File: src/rtl/tqvp_uart_pkg.sv
// Shared constants for the buffered TinyQV UART: register offsets, STATUS bit
// positions and the TX launch FSM states.
package tqvp_uart_pkg;

  localparam logic [5:0] ADDR_DATA    = 6'h00;
  localparam logic [5:0] ADDR_STATUS  = 6'h04;
  localparam logic [5:0] ADDR_DIVIDER = 6'h08;
  localparam logic [5:0] ADDR_CTRL    = 6'h0C;

  localparam int ST_TX_BUSY   = 0;
  localparam int ST_RX_NEMPTY = 1;
  localparam int ST_TX_FULL   = 2;
  localparam int ST_RX_FULL   = 3;
  localparam int ST_TX_OVF    = 4;
  localparam int ST_RX_OVF    = 5;

  typedef enum logic [1:0] {
    TX_IDLE   = 2'd0,
    TX_LAUNCH = 2'd1,
    TX_WAIT   = 2'd2
  } tx_state_t;

endpackage

File: src/rtl/tqvp_uart_rx.sv
// 8N1 receive engine: start detected on a synchronised low, bits sampled mid-cell,
// valid held until uart_rx_read.
module tqvp_uart_rx #(
  parameter int DIVIDER_REG_LEN = 13
) (
  input  logic                       clk,
  input  logic                       resetn,
  input  logic                       uart_rxd,
  input  logic                       uart_rx_read,
  input  logic [DIVIDER_REG_LEN-1:0] baud_divider,
  output logic                       uart_rx_valid,
  output logic [7:0]                 uart_rx_data
);

  logic [1:0]                 r_sync;
  logic                       r_active;
  logic [3:0]                 r_bits;
  logic [7:0]                 r_shift;
  logic [DIVIDER_REG_LEN-1:0] r_cnt;
  logic                       w_rxd;

  assign w_rxd = r_sync[1];

  always_ff @(posedge clk) begin
    if (!resetn) begin
      r_sync        <= 2'b11;
      r_active      <= 1'b0;
      r_bits        <= '0;
      r_shift       <= '0;
      r_cnt         <= '0;
      uart_rx_valid <= 1'b0;
      uart_rx_data  <= '0;
    end else begin
      r_sync <= {r_sync[0], uart_rxd};
      if (uart_rx_read) uart_rx_valid <= 1'b0;
      if (!r_active) begin
        if (!w_rxd) begin
          r_active <= 1'b1;
          r_bits   <= '0;
          r_cnt    <= baud_divider >> 1;  // first sample lands mid start bit
        end
      end else if (r_cnt >= baud_divider - 1'b1) begin
        r_cnt  <= '0;
        r_bits <= r_bits + 1'b1;
        if (r_bits == 4'd0) begin
          if (w_rxd) r_active <= 1'b0;
        end else if (r_bits == 4'd9) begin
          r_active <= 1'b0;
          if (w_rxd) begin
            uart_rx_data  <= r_shift;
            uart_rx_valid <= 1'b1;
          end
        end else begin
          r_shift <= {w_rxd, r_shift[7:1]};
        end
      end else begin
        r_cnt <= r_cnt + 1'b1;
      end
    end
  end

endmodule

File: src/rtl/tqvp_uart_sync_fifo.sv
// Single-clock FIFO with occupancy count and a combinational head; a push on a
// full FIFO is accepted only when a real pop happens in the same cycle.
module tqvp_uart_sync_fifo #(
  parameter int WIDTH = 8,
  parameter int DEPTH = 8,
  localparam int AW = $clog2(DEPTH),
  localparam int CW = AW + 1
) (
  input  logic             clk,
  input  logic             rst,
  input  logic             i_push,
  input  logic [WIDTH-1:0] i_data,
  input  logic             i_pop,
  output logic             o_full,
  output logic             o_empty,
  output logic [CW-1:0]    o_count,
  output logic [WIDTH-1:0] o_head
);

  logic [WIDTH-1:0] r_mem [DEPTH];
  logic [AW-1:0]    r_wr, r_rd;
  logic [CW-1:0]    r_count;
  logic             w_push, w_pop;

  assign o_full  = (r_count == CW'(DEPTH));
  assign o_empty = (r_count == '0);
  assign o_count = r_count;
  assign o_head  = r_mem[r_rd];

  assign w_pop  = i_pop & ~o_empty;
  assign w_push = i_push & (~o_full | w_pop);

  always_ff @(posedge clk) begin
    if (w_push) r_mem[r_wr] <= i_data;
  end

  always_ff @(posedge clk) begin
    if (rst) begin
      r_wr    <= '0;
      r_rd    <= '0;
      r_count <= '0;
    end else begin
      if (w_push) r_wr <= r_wr + 1'b1;
      if (w_pop)  r_rd <= r_rd + 1'b1;
      r_count <= r_count + CW'(w_push) - CW'(w_pop);
    end
  end

endmodule

File: src/rtl/tqvp_uart_tx.sv
// 8N1 transmit engine: one bit every baud_divider clocks, busy for the whole frame.
module tqvp_uart_tx #(
  parameter int DIVIDER_REG_LEN = 13
) (
  input  logic                       clk,
  input  logic                       resetn,
  input  logic                       uart_tx_en,
  input  logic [7:0]                 uart_tx_data,
  input  logic [DIVIDER_REG_LEN-1:0] baud_divider,
  output logic                       uart_txd,
  output logic                       uart_tx_busy
);

  logic [9:0]                 r_shift;
  logic [3:0]                 r_bits;
  logic [DIVIDER_REG_LEN-1:0] r_cnt;

  assign uart_txd = r_shift[0];

  always_ff @(posedge clk) begin
    if (!resetn) begin
      r_shift      <= '1;
      r_bits       <= '0;
      r_cnt        <= '0;
      uart_tx_busy <= 1'b0;
    end else if (!uart_tx_busy) begin
      if (uart_tx_en) begin
        r_shift      <= {1'b1, uart_tx_data, 1'b0};
        r_bits       <= '0;
        r_cnt        <= '0;
        uart_tx_busy <= 1'b1;
      end
    end else if (r_cnt >= baud_divider - 1'b1) begin
      // >= so a divider lowered mid-bit cannot strand the counter
      r_cnt   <= '0;
      r_shift <= {1'b1, r_shift[9:1]};
      r_bits  <= r_bits + 1'b1;
      if (r_bits == 4'd9) uart_tx_busy <= 1'b0;
    end else begin
      r_cnt <= r_cnt + 1'b1;
    end
  end

endmodule

File: src/rtl/tqvp_uart_fifo.sv
// Buffered UART for the TinyQV peripheral slot: TX/RX FIFOs, threshold IRQs,
// sticky overflow flags, RTS. Optional loopback via TQVP_UART_LOOPBACK_EN.
module tqvp_uart_fifo import tqvp_uart_pkg::*; #(
  parameter int DIVIDER_REG_LEN = 13,
  parameter int CLOCK_MHZ       = 64,
  parameter int TX_DEPTH        = 8,
  parameter int RX_DEPTH        = 8
) (
  input  logic        clk,
  input  logic        rst,
  input  logic [7:0]  ui_in,
  output logic [7:0]  uo_out,
  input  logic [5:0]  address,
  input  logic [31:0] data_in,
  input  logic [1:0]  data_write_n,
  input  logic [1:0]  data_read_n,
  output logic [31:0] data_out,
  output logic        data_ready,
  output logic [1:0]  user_interrupt
);

  localparam int TXCW = $clog2(TX_DEPTH) + 1;
  localparam int RXCW = $clog2(RX_DEPTH) + 1;
  localparam logic [DIVIDER_REG_LEN-1:0] DIV_RESET =
    DIVIDER_REG_LEN'(CLOCK_MHZ * 1000000 / 115200);

  logic [DIVIDER_REG_LEN-1:0] r_divider;
  logic                       r_rxd_sel, r_tx_ovf, r_rx_ovf;
  logic [7:0]                 r_rx_thresh, r_tx_thresh;
  tx_state_t                  r_tx_state, w_tx_next;

  logic            w_wr, w_rd, w_wr_byte, w_tx_push, w_rx_pop, w_tx_en;
  logic            w_tx_full, w_tx_empty, w_rx_full, w_rx_empty;
  logic [TXCW-1:0] w_tx_count;
  logic [RXCW-1:0] w_rx_count;
  logic [7:0]      w_tx_head, w_rx_head, w_rx_data, w_rx_th;
  logic            w_txd, w_txd_pin, w_rxd, w_tx_busy, w_rx_valid, w_loop_bit;
  logic [31:0]     w_status;
  logic            w_unused;

  assign w_wr      = (data_write_n != 2'b11);
  assign w_rd      = (data_read_n != 2'b11);
  assign w_wr_byte = (data_write_n == 2'b00);
  assign w_tx_push = w_wr && (address == ADDR_DATA);
  assign w_rx_pop  = w_rd && (address == ADDR_DATA);
  assign w_unused  = &{1'b0, ui_in[6:4], ui_in[2:0], data_in[31:24]};

`ifdef TQVP_UART_LOOPBACK_EN
  logic r_loopback;
  assign w_loop_bit = r_loopback;
  assign w_rxd      = r_loopback ? w_txd : (r_rxd_sel ? ui_in[3] : ui_in[7]);
  assign w_txd_pin  = w_txd | r_loopback;
`else
  assign w_loop_bit = 1'b0;
  assign w_rxd      = r_rxd_sel ? ui_in[3] : ui_in[7];
  assign w_txd_pin  = w_txd;
`endif

  assign uo_out     = {4{w_rx_full, w_txd_pin}};
  assign data_ready = 1'b1;

  tqvp_uart_sync_fifo #(.WIDTH(8), .DEPTH(TX_DEPTH)) u_tx_fifo (
    .clk(clk), .rst(rst), .i_push(w_tx_push), .i_data(data_in[7:0]), .i_pop(w_tx_en),
    .o_full(w_tx_full), .o_empty(w_tx_empty), .o_count(w_tx_count), .o_head(w_tx_head)
  );

  tqvp_uart_sync_fifo #(.WIDTH(8), .DEPTH(RX_DEPTH)) u_rx_fifo (
    .clk(clk), .rst(rst), .i_push(w_rx_valid), .i_data(w_rx_data), .i_pop(w_rx_pop),
    .o_full(w_rx_full), .o_empty(w_rx_empty), .o_count(w_rx_count), .o_head(w_rx_head)
  );

  tqvp_uart_tx #(.DIVIDER_REG_LEN(DIVIDER_REG_LEN)) u_tx (
    .clk(clk), .resetn(~rst), .uart_tx_en(w_tx_en), .uart_tx_data(w_tx_head),
    .baud_divider(r_divider), .uart_txd(w_txd), .uart_tx_busy(w_tx_busy)
  );

  tqvp_uart_rx #(.DIVIDER_REG_LEN(DIVIDER_REG_LEN)) u_rx (
    .clk(clk), .resetn(~rst), .uart_rxd(w_rxd), .uart_rx_read(1'b1),
    .baud_divider(r_divider), .uart_rx_valid(w_rx_valid), .uart_rx_data(w_rx_data)
  );

  // LAUNCH gives the engine one cycle to raise busy before WAIT samples it
  always_ff @(posedge clk) begin
    if (rst) r_tx_state <= TX_IDLE;
    else     r_tx_state <= w_tx_next;
  end

  always_comb begin
    w_tx_next = r_tx_state;
    w_tx_en   = 1'b0;
    case (r_tx_state)
      TX_IDLE: if (!w_tx_empty && !w_tx_busy) begin
        w_tx_en   = 1'b1;
        w_tx_next = TX_LAUNCH;
      end
      TX_LAUNCH: w_tx_next = TX_WAIT;
      TX_WAIT:   if (!w_tx_busy) w_tx_next = TX_IDLE;
      default:   w_tx_next = TX_IDLE;
    endcase
  end

  always_ff @(posedge clk) begin
    if (rst) begin
      r_divider   <= DIV_RESET;
      r_rxd_sel   <= 1'b0;
      r_rx_thresh <= 8'd1;
      r_tx_thresh <= 8'd0;
      r_tx_ovf    <= 1'b0;
      r_rx_ovf    <= 1'b0;
    end else begin
      if (w_wr && address == ADDR_DIVIDER) begin
        if (w_wr_byte) r_divider[7:0] <= data_in[7:0];
        else           r_divider      <= data_in[DIVIDER_REG_LEN-1:0];
      end
      if (w_wr && address == ADDR_CTRL) begin
        r_rxd_sel <= data_in[0];
        if (!w_wr_byte)               r_rx_thresh <= data_in[15:8];
        if (data_write_n == 2'b10)    r_tx_thresh <= data_in[23:16];
      end
      if (w_wr && address == ADDR_STATUS) begin
        if (data_in[ST_TX_OVF]) r_tx_ovf <= 1'b0;
        if (data_in[ST_RX_OVF]) r_rx_ovf <= 1'b0;
      end
      // a new drop in the same cycle as a clear wins
      if (w_tx_push && w_tx_full && !w_tx_en) r_tx_ovf <= 1'b1;
      if (w_rx_valid && w_rx_full && !w_rx_pop) r_rx_ovf <= 1'b1;
    end
  end

`ifdef TQVP_UART_LOOPBACK_EN
  always_ff @(posedge clk) begin
    if (rst) r_loopback <= 1'b0;
    else if (w_wr && address == ADDR_CTRL) r_loopback <= data_in[1];
  end
`endif

  always_comb begin
    w_status                = '0;
    w_status[ST_TX_BUSY]    = w_tx_busy | ~w_tx_empty;
    w_status[ST_RX_NEMPTY]  = ~w_rx_empty;
    w_status[ST_TX_FULL]    = w_tx_full;
    w_status[ST_RX_FULL]    = w_rx_full;
    w_status[ST_TX_OVF]     = r_tx_ovf;
    w_status[ST_RX_OVF]     = r_rx_ovf;
    w_status[15:8]          = 8'(w_rx_count);
    w_status[23:16]         = 8'(w_tx_count);
  end

  always_comb begin
    data_out = '0;
    case (address)
      ADDR_DATA:    data_out = w_rx_empty ? 32'd0 : {24'd0, w_rx_head};
      ADDR_STATUS:  data_out = w_status;
      ADDR_DIVIDER: data_out = 32'(r_divider);
      ADDR_CTRL:    data_out = {8'd0, r_tx_thresh, r_rx_thresh, 6'd0, w_loop_bit, r_rxd_sel};
      default:      data_out = '0;
    endcase
  end

  assign w_rx_th           = (r_rx_thresh == 8'd0) ? 8'd1 : r_rx_thresh;
  assign user_interrupt[0] = (8'(w_rx_count) >= w_rx_th);
  assign user_interrupt[1] = (8'(w_tx_count) <= r_tx_thresh);

endmodule

File: config.mk
export PLATFORM = sky130hd
export DESIGN_NAME = tqvp_uart_fifo
export DESIGN_NICKNAME = d
export VERILOG_FILES = /design/src/rtl/tqvp_uart_pkg.sv /design/src/rtl/tqvp_uart_rx.sv /design/src/rtl/tqvp_uart_sync_fifo.sv /design/src/rtl/tqvp_uart_tx.sv /design/src/rtl/tqvp_uart_fifo.sv
export SDC_FILE = /design/constraint.sdc
export NUM_CORES = 1
export LEC_CHECK = 0
export CORE_MARGIN = 2
export CORE_UTILIZATION = 50
export CTS_BUF_LIST = sky130_fd_sc_hd__clkbuf_4 sky130_fd_sc_hd__clkbuf_8
export DETAILED_ROUTE_END_ITERATION = 6
export PLACE_DENSITY = 0.8
export REMOVE_ABC_BUFFERS = 1
export SETUP_SLACK_MARGIN = 0.05
export SLEW_MARGIN = 15
export SYNTH_ARGS = -nofsm -noshare
export SYNTH_HDL_FRONTEND = slang
export SYNTH_SLANG_ARGS = --single-unit
File: constraint.sdc
create_clock -name clk -period 7.4 [get_ports clk]
set_input_delay 1.11 -clock clk [delete_from_list [all_inputs] [get_ports clk]]
set_output_delay 1.11 -clock clk [all_outputs]
set_load 0.02 [all_outputs]
# Word-level counts from Yosys, hierarchy flattened
# Memory sizes are Yosys's and may differ from the RTL's. A register that Yosys moved wholly into a read port is not among the register bits.
# Cells that the tools add are included.
# word_totals
register_bits	119
ram_bits	128
input_bits	52
output_inout_bits	43
wordCells	162
n_memories	2
# mem_list
memory	depth	width	rd	rd_ports_with_merged_regs	wr	line	rtl
u_rx_fifo.r_mem	8	8	1	1	1	tqvp_uart_sync_fifo.sv:20	logic [WIDTH-1:0] r_mem [DEPTH];
u_tx_fifo.r_mem	8	8	1	1	1	tqvp_uart_sync_fifo.sv:20	
# classes
add_sub_neg	13
magnitude_cmp	4
eq_ne	17
mux	48
n_bitwise	16
reduce_logical	37
# op_table
cell	count
$pmux 24 s4	1
$mux 13	6
$mux 10	3
$add 13x1->13 const B	2
$ge 13x13->1	2
$mux 4	6
$mux 1	23
$eq 4x4->1 const B	4
$mux 8	2
$reduce_and 2->1	8
$ne 2x2->1 const B	7
$sub 13x1->13 const B	1
$add 3x1->3 const B	4
$eq 6x4->1 const B	2
$logic_not 4->1	3
$mux 3	4
$logic_and 1x1->1	10
$reduce_bool 2->1	5
$not 1->1	9
$add 4x1->4	2
$add 4x1->4 const B	2
$ge 4x8->1	1
$le 4x8->1	1
$logic_not 8->1	1
other kinds (14)	26

# Longest topological paths before layout
# Gate-level depths: netlist of run 1.
# logic_depth
ltp_word	10
ltp_mapped	15
ltp_nobuf	13

# Cells and area by module
# Synthesis of run 1 repeated with hierarchy kept, for this count alone.
# unflattened
cells_unflattened	1092
hier_area_um2	12629.6
# modules_own_cells
module	instances	cells_each	area_each_um2	seq_area_each_um2
tqvp_uart_sync_fifo	2	186	3188.1	2182.1
tqvp_uart_rx	1	254	2254.7	740.7
tqvp_uart_fifo	1	255	2134.5	680.7
tqvp_uart_tx	1	211	1864.3	540.5

# Worst setup path before layout of run 1
# No wires, ideal clock.
# synth_path
path_kind	input -> register
startpoint	in address[5]
endpoint	mem u_rx_fifo.r_mem[0][0] (enable)
setup_ns	0.383
t_arrival_ns	3.701
required_time_ns	7.017
setup_slack_ns	3.315
cell_stages	8
n_path_buf	1
cell_sequence	or4_1 clkbuf_1 nor3_1 nand2_1 a21oi_1 o21a_1 nand2b_1 nor3_1
# synth_between
elab_chain_cells	7
# synth_lines
item	line	rtl
from (decl)	tqvp_uart_fifo.sv:13	input logic [5:0] address,
$logic_not 6->1	tqvp_uart_fifo.sv:45	assign w_rx_pop = w_rd && (address == ADDR_DATA);
$logic_and 1x1->1	tqvp_uart_fifo.sv:45	
$and 1x1->1	tqvp_uart_sync_fifo.sv:30	assign w_pop = i_pop & ~o_empty;
named net u_rx_fifo.w_pop	tqvp_uart_sync_fifo.sv:23	logic w_push, w_pop;
$or 1x1->1	tqvp_uart_sync_fifo.sv:31	assign w_push = i_push & (~o_full | w_pop);
$and 1x1->1	tqvp_uart_sync_fifo.sv:31	
named net u_rx_fifo.w_push	tqvp_uart_sync_fifo.sv:23	
$mux 1	tqvp_uart_sync_fifo.sv:34	if (w_push) r_mem[r_wr] <= i_data;
$mux 1 (implied by the code)	tqvp_uart_sync_fifo.sv:34	
to (decl)	tqvp_uart_sync_fifo.sv:20	
# The timed path passes the listed nets, and every way through them passes these cells.

# Worst setup path after layout of run 1
# layout_path
startpoint	in address[5]
endpoint	out data_out[12]
# layout_between
elab_chain_cells	2
word_cells_on_any_way	5
classes_between	eq/ne (3); mux (1); reduce/logical (1)
# layout_lines
item	line	rtl
$eq 6x4->1 (tied with other cells)	tqvp_uart_fifo.sv:151	case (address)
$pmux 24 s4 (*)	tqvp_uart_fifo.sv:151	
to (decl)	tqvp_uart_fifo.sv:17	output logic [31:0] data_out,
# Mark *: on every way between the ends. The rest lies on a longest branch, timed or not.

==> results, run 1 <==
- The part of the total power dissipated in sequential elements is 0.488.
- After the last flow step, the layout net total stands at roughly 1,200.
- The synthesized design contains between 200 and 300 register bits.
- The routed design has 26.0 mm of wire.
- For this design the ratio of total power to cell area is 240 nW/um2.
- The width of the chip is 158 um.
- The most common library cell in the layout ignoring fill and taps is sky130_fd_sc_hd__edfxtp_1.
- The effective utilization at floorplan is 0.508.
- Detailed placement finished with a half-perimeter wire length of 18.1 mm.
- The top cell types in the final layout, fill and taps aside, are sky130_fd_sc_hd__edfxtp_1, sky130_fd_sc_hd__dfxtp_1, sky130_fd_sc_hd__nand2_1.
- The layout cell share with drive strength beyond 1 is 0.117.
- The hold violation count in the final report is 0.
- Counting I/O delays and the setup requirement, the final critical path takes 5300 ps.
- In this run the number of H-tree levels came out at 2.
- The count of vias placed by the detailed router is 8,223.
- The first detailed-routing pass took 5 iterations.
- Counting the fill cells in the layout gives roughly 1,900.
- The signal on the critical path passes through clkdlybuf4s50_1 -> or4_1 -> inv_1 -> nand2_1 -> nor2_1 -> a22o_1 -> clkdlybuf4s50_1.
- For this run, the number of standard cells in the final layout without fillers is about 1,500.
- The final clock period utilization by the worst path is 0.716.
- Buffers placed on the I/O ports in this run total 71.
- Setup violations remaining at the end of the flow were counted as 0.
- Once the clock tree was built, the resizer swapped 0 gates to a different size.
- The via count of the first global-routing pass was about 8,100.
- The cell occurring most often along the worst timing path is sky130_fd_sc_hd__clkdlybuf4s50_1.
- The core footprint is 23,400 um2.
- The final sum of negative setup slack is 0 ps.
- The detail route stage leaves a number of antenna-violating nets equal to 0.
- sky130_fd_sc_hd__edfxtp_1 takes more of the synthesized area than any other cell.
- The fraction of registers with async set/reset is 0.
- Static timing analysis puts the maximum clock frequency at 0.189 GHz.
- The clock tree from TritonCTS is yes.
- The share of the Yosys chip area taken by registers is 0.532.
- For the worst-skew pair, the clock arrives at the later sink with an insertion delay of 530 ps.
- The tree is rooted in a sky130_fd_sc_hd__clkbuf_8.
- The share of total power dissipated in combinational logic is 0.152.
- The number of antenna violations at the first check in global routing is 0.
- The critical-path maximum fanout is 13.
- The repair_antennas step left the layout with diodes totalling 0.
- For this run, the slowest stage of the critical path takes roughly 840 ps.
- After detailed routing, the number of remaining DRC violations is 0.
- The worst-case headroom to the max-slew limit is 0.314.
- The worst supply voltage drop on vdd is 0.000191 V.
- During synthesis, Yosys emitted a total of 0 warnings.
- The startpoint-to-endpoint class of the critical path is primary input to output port.
- The y dimension of the die is 158 um.
- Of the total power, the share spent switching nets is 0.271.
- The layout overhead on the synthesized area is 13.9%.
- The actual slew at the worst max-slew pin is 1020 ps.
- The most used flip-flop cell after synthesis is sky130_fd_sc_hd__edfxtp_1.
- The distinct cell type count of the synthesized netlist is 67.
- The max-slew violation total from the final report was 0.
- The ratio of routed vias to standard cells is 5.64.
- The area enclosed by the die boundary is between 20,000 and 30,000 um2.
- The flow ran to the end, and the final reports show no timing, DRC or antenna violations.
- For this design the static power due to leakage is 0.00496 uW.
- The number of DRC violations after detailed-routing iteration 0 is 453.
- The congestion estimate from routability-driven global placement came to 0.828.
- The number of buffers added for setup after CTS is 0.
- The net switching power is 883 uW.
- The clock-pin slew on the worst setup and hold paths is 60 ps.
- STA puts the critical path data required time at roughly 6300 ps.
- Sorting the synthesized cells by area gives the leading types as sky130_fd_sc_hd__edfxtp_1, sky130_fd_sc_hd__dfxtp_1, sky130_fd_sc_hd__mux4_2.
- For this design, the sink count on the clock tree is between 200 and 300.
- The sort of element at the start of the critical path is a primary input.
- The slowest stage of the critical path is the sky130_fd_sc_hd__nor2_1 cell.
- In the synthesized netlist, the number of instances is roughly 1,000.
- On the final layout, the worst clock skew is 14.7 ps.
- Across the run, the number of max-cap violations was 0.
- The hold-fix buffer count after cts is 0.
- The wire length of the first global-routing pass is 41.0 mm.
- The synthesized design contains 128 enable-type register cells.
- In this run the deepest clock path goes through 3 buffers.
- The share of power burned in the clock network is 0.360.
- The leftover overflow at the end of global routing is 0.
- The synthesized area divided by synthesized cell count is 11.4 um2.
- The internal cell power is 2370 uW.
- In the global route stage, overall resource usage came out at 0.211.
- Of the post-synthesis cell area, the dominant cell type holds 0.323.
- The floorplan has 56 rows.
- Once placement completed, the tool counted placed cells totaling ~1,400.
- The path class of the tightest hold or removal check is register to register.
- The cell area after synthesis is roughly 12,000 um2.
- The critical path data arrival time is 4190 ps.
- The average wire per standard cell is approximately 18 um.
- During I/O placement, the number of pins put on the boundary was 95.
- STA classifies the critical path endpoint as an output port.
- Setup repair after global routing left no endpoint under its margin.
- In this run, CTS created clock tree buffers numbering 40.
- Entering global routing, the biggest net connects between 40 and 50 pins.
[stage by stage]
stage               power [uW]  hold WS, ps  utilization  worst slack, ps  area (um2)
floorplan                 1930          389            -             3340       11600
global placement          2090          401        0.544             2120       12700
detailed placement        2110          407        0.544             2060       12700
CTS                       3280          415        0.578             2100       13500
global route              3400          432        0.578             1940       13500
finish                    3250          412        0.578             2100       13500
[power groups by stage]
| stage | combinational [uW] | sequential [uW] | clock, uW |
|---|---|---|---|
| 2_1_floorplan | 324 | 1610 | 0 |
| 3_3_place_gp | 479 | 1620 | 0 |
| 3_5_place_dp | 494 | 1620 | 0 |
| 4_1_cts | 497 | 1590 | 1190 |
| 6_report | 496 | 1590 | 1170 |
| 5_1_grt | 554 | 1600 | 1250 |
[area by class of cell]
class / instances / area [um2] / area share
Inverter: 42 / 158 / 0.0116
Multi-Input combinational cell: 691 / 5070 / 0.375
Clock buffer: 60 / 732 / 0.0541
Tap cell: 319 / 399 / 0.0295
Timing Repair Buffer: 82 / 788 / 0.0582
Sequential cell: 252 / 6330 / 0.467
Clock inverter: 12 / 57.6 / 0.00425
[cells by family (layout without fill, tap and decap cells)]
logic type,after synthesis,in the layout,share of synthesized area
adder cells (fa/ha/maj),53,53,0.0569
multiplexers,99,99,0.117
buffers and inverters,109,196,0.0433
flip-flops,252,252,0.532
AND/OR/NAND/NOR,338,338,0.133
XOR/XNOR,31,31,0.0275
other,2,9,0.000632
AO/OA/AOI/OAI,161,161,0.0894
[cell usage after synthesis (all sizes together), types with 5 or more instances]
master	number
a21o	8
a21oi	49
a22oi	12
a31oi	5
and2	10
and3	6
buf	29
clkbuf	38
dfxtp	124
edfxtp	128
ha	50
inv	41
mux2i	65
mux4	32
nand2	107
nand2b	12
nand3	37
nor2	105
nor2b	10
nor3	17
nor4	6
o211ai	18
o21a	5
o21ai	28
o22ai	10
or2	5
xnor2	14
xor2	13
[worst max-delay path, delay by kind of cell]
| kind | cells | cell delay, ps |
|---|---|---|
| buf+inv | 3 | 1120 |
| simple gates | 3 | 1650 |
| compound gates | 1 | 310 |
[sequential cells by signal, summed over array words and instances (netlist names), 8 cells and up, named ones only]
name	count
r_divider	13
r_rx_thresh	8
r_tx_thresh	8
u_rx.r_cnt	13
u_rx.r_shift	8
u_rx.uart_rx_data	8
u_rx_fifo.r_mem	64
u_tx.r_cnt	13
u_tx.r_shift	9
u_tx_fifo.r_mem	64
[path summary, 6_finish.rpt]
check	from	end	slack [ps]	cells past startpoint
setup reg to reg	r_divider[0]	u_rx.r_cnt[0]	3090	13
setup / recovery	address[5]	data_out[12]	2100	7
hold reg to reg	u_rx.r_sync[0]	u_rx.r_sync[1]	410	1
hold / removal	u_rx.r_sync[0]	u_rx.r_sync[1]	410	1
[routing by layer]
layer | track usage | vias to the layer above | wire [um]
li1 | - | 3904 | -
met1 | 0.276 | 3991 | 11000
met2 | 0.357 | 270 | 12800
met3 | 0.0326 | 58 | 1530
met4 | 0.0781 | 0 | 665
met5 | 0 | - | 0
Power figures use the tool's default switching activity.
==> run 2, diff against run 1 <==
==> constraint.sdc (replaced) <==
create_clock -name clk -period 5.3 [get_ports clk]
set_input_delay 0.795 -clock clk [delete_from_list [all_inputs] [get_ports clk]]
set_output_delay 0.795 -clock clk [all_outputs]
set_load 0.02 [all_outputs]
==> run 2 against run 1 <==
  * Flip-flop and latch count unchanged
  * Clock-buffer cell count decreased by 1
  * Global-route usage rose by 0.33 points
  * Clock skew rose by 5.7 ps
  * Setup slack got worse by 1200 ps
  * Non-clock buffer count grew 10
  * Critical path type unchanged
  * Utilization is 0.23 points higher
==> results, run 2 (same netlist as run 1, synthesis figures left out) <==
- The largest single stage delay on the critical path is ~700 ps.
- The max-slew violation total from the final report is 0.
- The final sum of negative setup slack is 0 ps.
- The count of antenna diodes in the layout is 0.
- The number of clock sinks is 252.
- For this run the aggregate overflow at the end of global routing stands at 0.
- At the pin with the least slew margin, the transition time is 949 ps.
- The level count of the clock H-tree is 2.
- Setup violations remaining at the end of the flow were counted as 0.
- The floorplan step set the die width to 158 um.
- The number of antenna violations at the first check in global routing is 0.
- The critical path in this run is classified as primary input to output port.
- The flow ran to the end, and the final reports show no timing, DRC or antenna violations.
- Counting stages on the worst path, the most repeated cell is sky130_fd_sc_hd__clkdlybuf4s50_1.
- For the worst setup path, the data required time is roughly 4500 ps.
- In the routed design, unresolved DRC markers number 0.
- The internal power of the cells totals 3320 uW.
- The hold-fix buffer count after cts is 0.
- The core footprint is 23,400 um2.
- In the finished design, the share of the clock period the worst path needs comes to 0.839.
- The cell row count is 56.
- The post-route minimum period is ~4400 ps.
- The effective utilization at floorplan is 0.508.
- Measured along the y axis, the die boundary spans 158 um.
- The first global-routing pass estimated 41.6 mm of wire.
- The worst setup path is captured at an output port.
- The number of max-cap violations is 0.
- The ratio of total power to cell area is roughly 330 nW/um2.
- The critical-path maximum fanout is 8.
- The number of buffers added for setup after CTS is 0.
- Of the cells placed in the final design, the portion with a size suffix greater than 1 is 0.120.
- The number of DRC violations after detailed-routing iteration 0 is 519.
- The setup skew after layout is 20.4 ps.
- The tree is rooted in a sky130_fd_sc_hd__clkbuf_8.
- The I/O pin total is between 90 and 100.
- The ratio of routed vias to standard cells is about 5.6.
- The half-perimeter wire length of the detailed placement result is 18.2 mm.
- The first TritonRoute pass finished after 5 iterations.
- The clock latency reported for the late side of the worst-skew pair is roughly 520 ps.
- VDD sags by at most 0.000268 V.
- The top cell types in the final layout, fill and taps aside, are sky130_fd_sc_hd__edfxtp_1, sky130_fd_sc_hd__dfxtp_1, sky130_fd_sc_hd__nand2_1.
- The clock passes through at most 3 buffers.
- The combinational power share is 0.159.
- For this run, the post-layout net count is 1,222.
- For this run, the total global-route usage over all layers was measured as 0.214.
- Summed over all nets, the switching power comes to 1220 uW.
- The library cell used most frequently in the layout, excluding fill and tap cells, is sky130_fd_sc_hd__edfxtp_1.
- Of the total power, the share spent switching nets is 0.268.
- The leakage component of the power is 0.00499 uW.
- The cell with the largest stage delay on the worst path is sky130_fd_sc_hd__clkdlybuf4s50_1.
- The layout overhead on the synthesized area is 14.4%.
- The maximum number of pins on one net before global-route repair is 66.
- Based on the critical path, the design can be clocked at up to 0.225 GHz.
- The count of input and output buffers is between 70 and 80.
- Clock tree synthesis inserted a total of 39 buffers.
- The number of gates resized after CTS was 0.
- The critical path data arrival time is 3650 ps.
- For this run, the share of the core covered by cells in the final layout is 0.581.
- The sort of element at the start of the critical path is a primary input.
- Setup repair after global routing left no endpoint under its margin.
- The clock-pin slew on the worst setup and hold paths is 60 ps.
- The final route contains 8,253 vias.
- The total routed wirelength is 26.5 mm.
- The die covers 25,000 um2.
- The hold violation count in the final report came to 0.
- Of the total power, the clock network draws 0.357.
- The share of total power dissipated in sequential elements is 0.484.
- The clock tree from TritonCTS is yes.
- The via count of the first global-routing pass is roughly 8,000.
- At the end of routability-driven placement, the weighted congestion stood at 0.847.
- The number of antenna-violating nets in the routed design is 0.
- The critical path goes through clkdlybuf4s50_1 -> or4_1 -> inv_1 -> nand2_1 -> nor2_1 -> a22oi_1 -> o21ai_0 -> clkdlybuf4s50_1.
- Headroom to the max-slew limit came out at 0.365.
- In the final routed layout, each cell accounts on average for 18.1 um.
- Leaving out filler cells and counting taps, the final layout contains 1,466.
- The largest registers in the layout are u_rx_fifo.r_mem: 64 flops, u_tx_fifo.r_mem: 64 flops.
- The worst hold path belongs to the class register to register.
- In this run, placement finished with an instance count of approximately 1,400.
==> run 2: cell types whose count changed in the layout (fill, tap and decap cells not counted), moves of 2 or more <==
cell,before,now
sky130_fd_sc_hd__clkinv_1,6,8
sky130_fd_sc_hd__clkinv_2,6,2
sky130_fd_sc_hd__clkbuf_4,15,18
sky130_fd_sc_hd__buf_4,11,21
sky130_fd_sc_hd__clkbuf_8,45,41
==> run 2: per-stage QoR <==
stage	hold slack [ps]	area [um2]	power (uW)	setup slack, ps
after floorplan	389	11600	2700	1550
after global placement	400	12800	2930	846
after detailed placement	406	12800	2960	799
after CTS	423	13600	4570	849
after global routing	445	13600	4740	686
final	418	13600	4540	854
==> run 2: worst max-delay path, delay by kind of cell <==
kind / cells / cell delay [ps]
buffers and inverters: 3 / 1160
and+or+nand+nor: 3 / 1310
AOI/OAI and AO/OA: 2 / 380
==> run 2: final cells by class <==
| class | count | area, um2 |
|---|---|---|
| fillers | 1896 | 9810 |
| flip-flops and latches | 252 | 6330 |
| multi-input cells | 691 | 5070 |
| repair buffers | 92 | 863 |
| clock buffers | 59 | 699 |
| well taps | 319 | 399 |
| inverters | 42 | 158 |
| clock inverters | 11 | 73.8 |
==> run 2: path summary, 6_finish.rpt <==
check | start | to | slack (ps) | cells after the start
max reg2reg | r_divider[0] | u_rx.r_cnt[12] | 1070 | 13
max | address[5] | data_out[4] | 850 | 8
min reg2reg | u_rx.r_sync[0] | u_rx.r_sync[1] | 420 | 1
min | u_rx.r_sync[0] | u_rx.r_sync[1] | 420 | 1
==> run 2: routing by layer <==
layer	wire length, um	track usage	vias to the layer above
met1	11000	0.269	4009
met5	0	0	-
met3	1670	0.0411	56
met2	13300	0.377	270
met4	546	0.0635	0
li1	-	-	3918
==> run 2: power groups by stage <==
| stage | Clock [uW] | Sequential [uW] | Combinational, uW |
|---|---|---|---|
| finish | 1620 | 2200 | 723 |
| global route | 1730 | 2210 | 799 |
| CTS | 1640 | 2200 | 725 |
| detailed placement | 0 | 2240 | 717 |
| global placement | 0 | 2230 | 694 |
| floorplan | 0 | 2240 | 452 |
==> run 3, diff against run 2 <==
--- a/config.mk
+++ b/config.mk
@@ -9,7 +9,7 @@
 export CORE_UTILIZATION = 50
 export CTS_BUF_LIST = sky130_fd_sc_hd__clkbuf_4 sky130_fd_sc_hd__clkbuf_8
 export DETAILED_ROUTE_END_ITERATION = 6
-export PLACE_DENSITY = 0.8
+export PLACE_DENSITY = 0.83
 export REMOVE_ABC_BUFFERS = 1
 export SETUP_SLACK_MARGIN = 0.05
 export SLEW_MARGIN = 15
==> constraint.sdc (replaced) <==
create_clock -name clk -period 3.8 [get_ports clk]
set_input_delay 0.57 -clock clk [delete_from_list [all_inputs] [get_ports clk]]
set_output_delay 0.57 -clock clk [all_outputs]
set_load 0.02 [all_outputs]
==> run 3 against run 2 <==
  * Flip-flop and latch count unchanged
  * Sequential share of layout area decreased by 1.2 points
  * Cell area increased by 2.7%
  * Setup slack got worse by 690 ps
  * Hold slack got worse by 110 ps
  * Clock power increased by 47%
  * Highest routed layer unchanged
  * Register-to-register slack got worse by 910 ps
==> results, run 3 (same netlist as run 1, synthesis figures left out) <==
- The layout overhead on the synthesized area is 17.4%.
- The maximum clock frequency is ~0.28 GHz.
- The critical-path maximum fanout is 8.
- The max-slew violation total from the final report is 0.
- The library cells used most frequently in the layout, excluding fill and tap cells, are sky130_fd_sc_hd__edfxtp_1, sky130_fd_sc_hd__dfxtp_1, sky130_fd_sc_hd__nand2_1.
- The actual slew at the worst max-slew pin is 936 ps.
- The cell row count is 56.
- Across the VDD grid, the largest voltage drop is 0.000306 V.
- The repair_antennas step left the layout with diodes totalling 0.
- CTS built an H-tree with a depth of 2.
- The number of clock sinks is 252.
- The average wire per standard cell is 18.0 um.
- The finished layout holds 1,503 standard cells, fillers aside.
- The start of the worst register-to-register path is r_divider[0].
- The hold violation count in the final report is 0.
- The cell with the largest stage delay on the worst path is sky130_fd_sc_hd__clkdlybuf4s50_1.
- For this block, the routed nets add up to 27.0 mm of wire.
- In this run the power density over the cells is 464 nW/um2.
- In this design, the stage delay of the slowest critical-path cell is 660 ps.
- After the first detailed-routing iteration, the DRC count stood at 463.
- Setup violations remaining at the end of the flow were counted as 0.
- The total clock buffers created by CTS is 40.
- The number of max-cap violations is 0.
- After detailed routing, the number of vias per cell comes to 5.56.
- The post-detailed-route DRC marker count is 0.
- The y dimension of the die is 158 um.
- The final layout contains 1,256 nets.
- The overall fraction of global-route tracks in use is 0.220.
- The clock-pin slew on the worst setup and hold paths is 60 ps.
- The critical path is of the primary input to output port type.
- For the worst-skew pair, the clock arrives at the later sink with an insertion delay of about 540 ps.
- The largest registers in the layout are u_rx_fifo.r_mem: 64 flops, u_tx_fifo.r_mem: 64 flops.
- The wire length of the first global-routing pass is 43.1 mm.
- In the final layout, the share of cells above drive strength 1 is 0.151.
- The post-route minimum period is about 3600 ps.
- The sequential cell area is ~6300 um2.
- At the worst endpoint, the required time is about 3200 ps.
- The launch point of the worst hold path is rst.
- The min-delay analysis places its worst path in the category primary input to register.
- The final sum of negative setup slack is 0 ps.
- The worst hold slack after final layout is 309 ps.
- Data arrives at the worst endpoint at 3070 ps.
- The width of the chip is 158 um.
- The via count of the first global-routing pass is between 8,000 and 9,000.
- The worst setup path startpoint is address[5].
- In this design, the critical path's most frequently occurring cell is sky130_fd_sc_hd__clkdlybuf4s50_1.
- The leakage component of the power is a little over 0.005 uW.
- The filler cell count is 1,857.
- The number of antenna violations at the first check in global routing is 0.
- The setup skew after layout is 30.3 ps.
- The count of vias placed by the detailed router is roughly 8,400.
- The number of iterations in the first detailed-routing pass is 4.
- In this run, placement finished with an instance count of 1,427.
- The critical path goes through clkdlybuf4s50_1 -> or4_1 -> nor3_1 -> nand2_2 -> o21ai_0 -> clkdlybuf4s50_1.
- The leftover overflow at the end of global routing is 0.
- The I/O pin total is 95.
- The count of input and output buffers is 71.
- The cell area reported after detailed placement is 13,100 um2.
- TritonCTS built the clock tree.
- The utilization after layout is 0.596.
- After legalization and detailed placement, the total HPWL measured 18.9 mm.
- Setup repair after global routing could not meet its margin everywhere.
- The post-layout instance area is 14,000 um2.
- The clock root buffer is sky130_fd_sc_hd__clkbuf_8.
- The area enclosed by the die boundary is 25,000 um2.
- The maximum number of pins on one net before global-route repair is 41.
- Routability-driven placement finished with a final weighted congestion of 0.856.
- The initial utilization of the core area, before any placement, comes to 0.508.
- The flow ran to the end, and the final reports show no timing, DRC or antenna violations.
- The element type at the critical path end is an output port.
- The area occupied by multi-input gates is 5110 um2.
- The library cell used most frequently in the layout, excluding fill and tap cells, is sky130_fd_sc_hd__edfxtp_1.
- In this run the tightest slew margin relative to its limit is 0.374.
- The core footprint is roughly 23,000 um2.
- The maximum clock insertion buffer count is 3.
- The number of antenna-violating nets in the routed design is 0.
- Dividing the final minimum period by the clock period gives 0.957.
- STA classifies the critical path startpoint as a primary input.
## run 3: cell count changes in the layout (fill, tap and decap cells not counted), sizes merged
cell / change
bufinv: +1
clkinv: +8
clkbuf: -7
buf: +33
clkinvlp: +2
## run 3: area by class of cell
type	count	share of cell area
Inverter	42	0.0113
Timing Repair Buffer	125	0.0805
Sequential cell	252	0.453
Multi-Input combinational cell	691	0.366
Clock buffer	52	0.0477
Tap cell	319	0.0286
Clock inverter	22	0.0121
## run 3: power breakdown
group	internal (uW)	switching, uW	leakage [uW]
Combinational	469	555	0.00259
Clock	1300	1080	0.000433
Sequential	2940	141	0.00218
## run 3: timing repair
item,in CTS,in global routing
hold buffers,0,0
setup buffers,2,0
resized for setup,4,8
setup endpoints to repair,11,43
cloned,0,0
pin swaps,2,1
## run 3: per-stage QoR
| stage | total power [uW] | setup WS (ps) |
|---|---|---|
| after global routing | 6770 | 5.31 |
| after floorplan | 3760 | 148 |
| after detailed placement | 4150 | -33.5 |
| after global placement | 4090 | 68.6 |
| after CTS | 6520 | 67.8 |
| final | 6480 | 164 |
## run 3: worst paths after layout
path | slack, ps | endpoint | depth (start not counted)
max reg2reg | 160 | u_rx.r_bits[3] | 14
max | 160 | data_out[6] | 6
min reg2reg | 420 | u_rx.r_sync[1] | 1
min | 310 | u_rx_fifo.r_wr[0] | 2
## run 3: routing by layer
layer / vias to the layer above / routed length, um / global-route usage
li1: 3995 / - / -
met1: 4016 / 11200 / 0.279
met2: 295 / 13700 / 0.391
met3: 47 / 1500 / 0.0326
met4: 0 / 556 / 0.0674
met5: - / 0 / 0
## run 3: worst max-delay path, delay by kind of cell
kind / cells / cell delay [ps]
buf+inv: 2 / 1050
simple gates: 3 / 1140
compound gates: 1 / 300
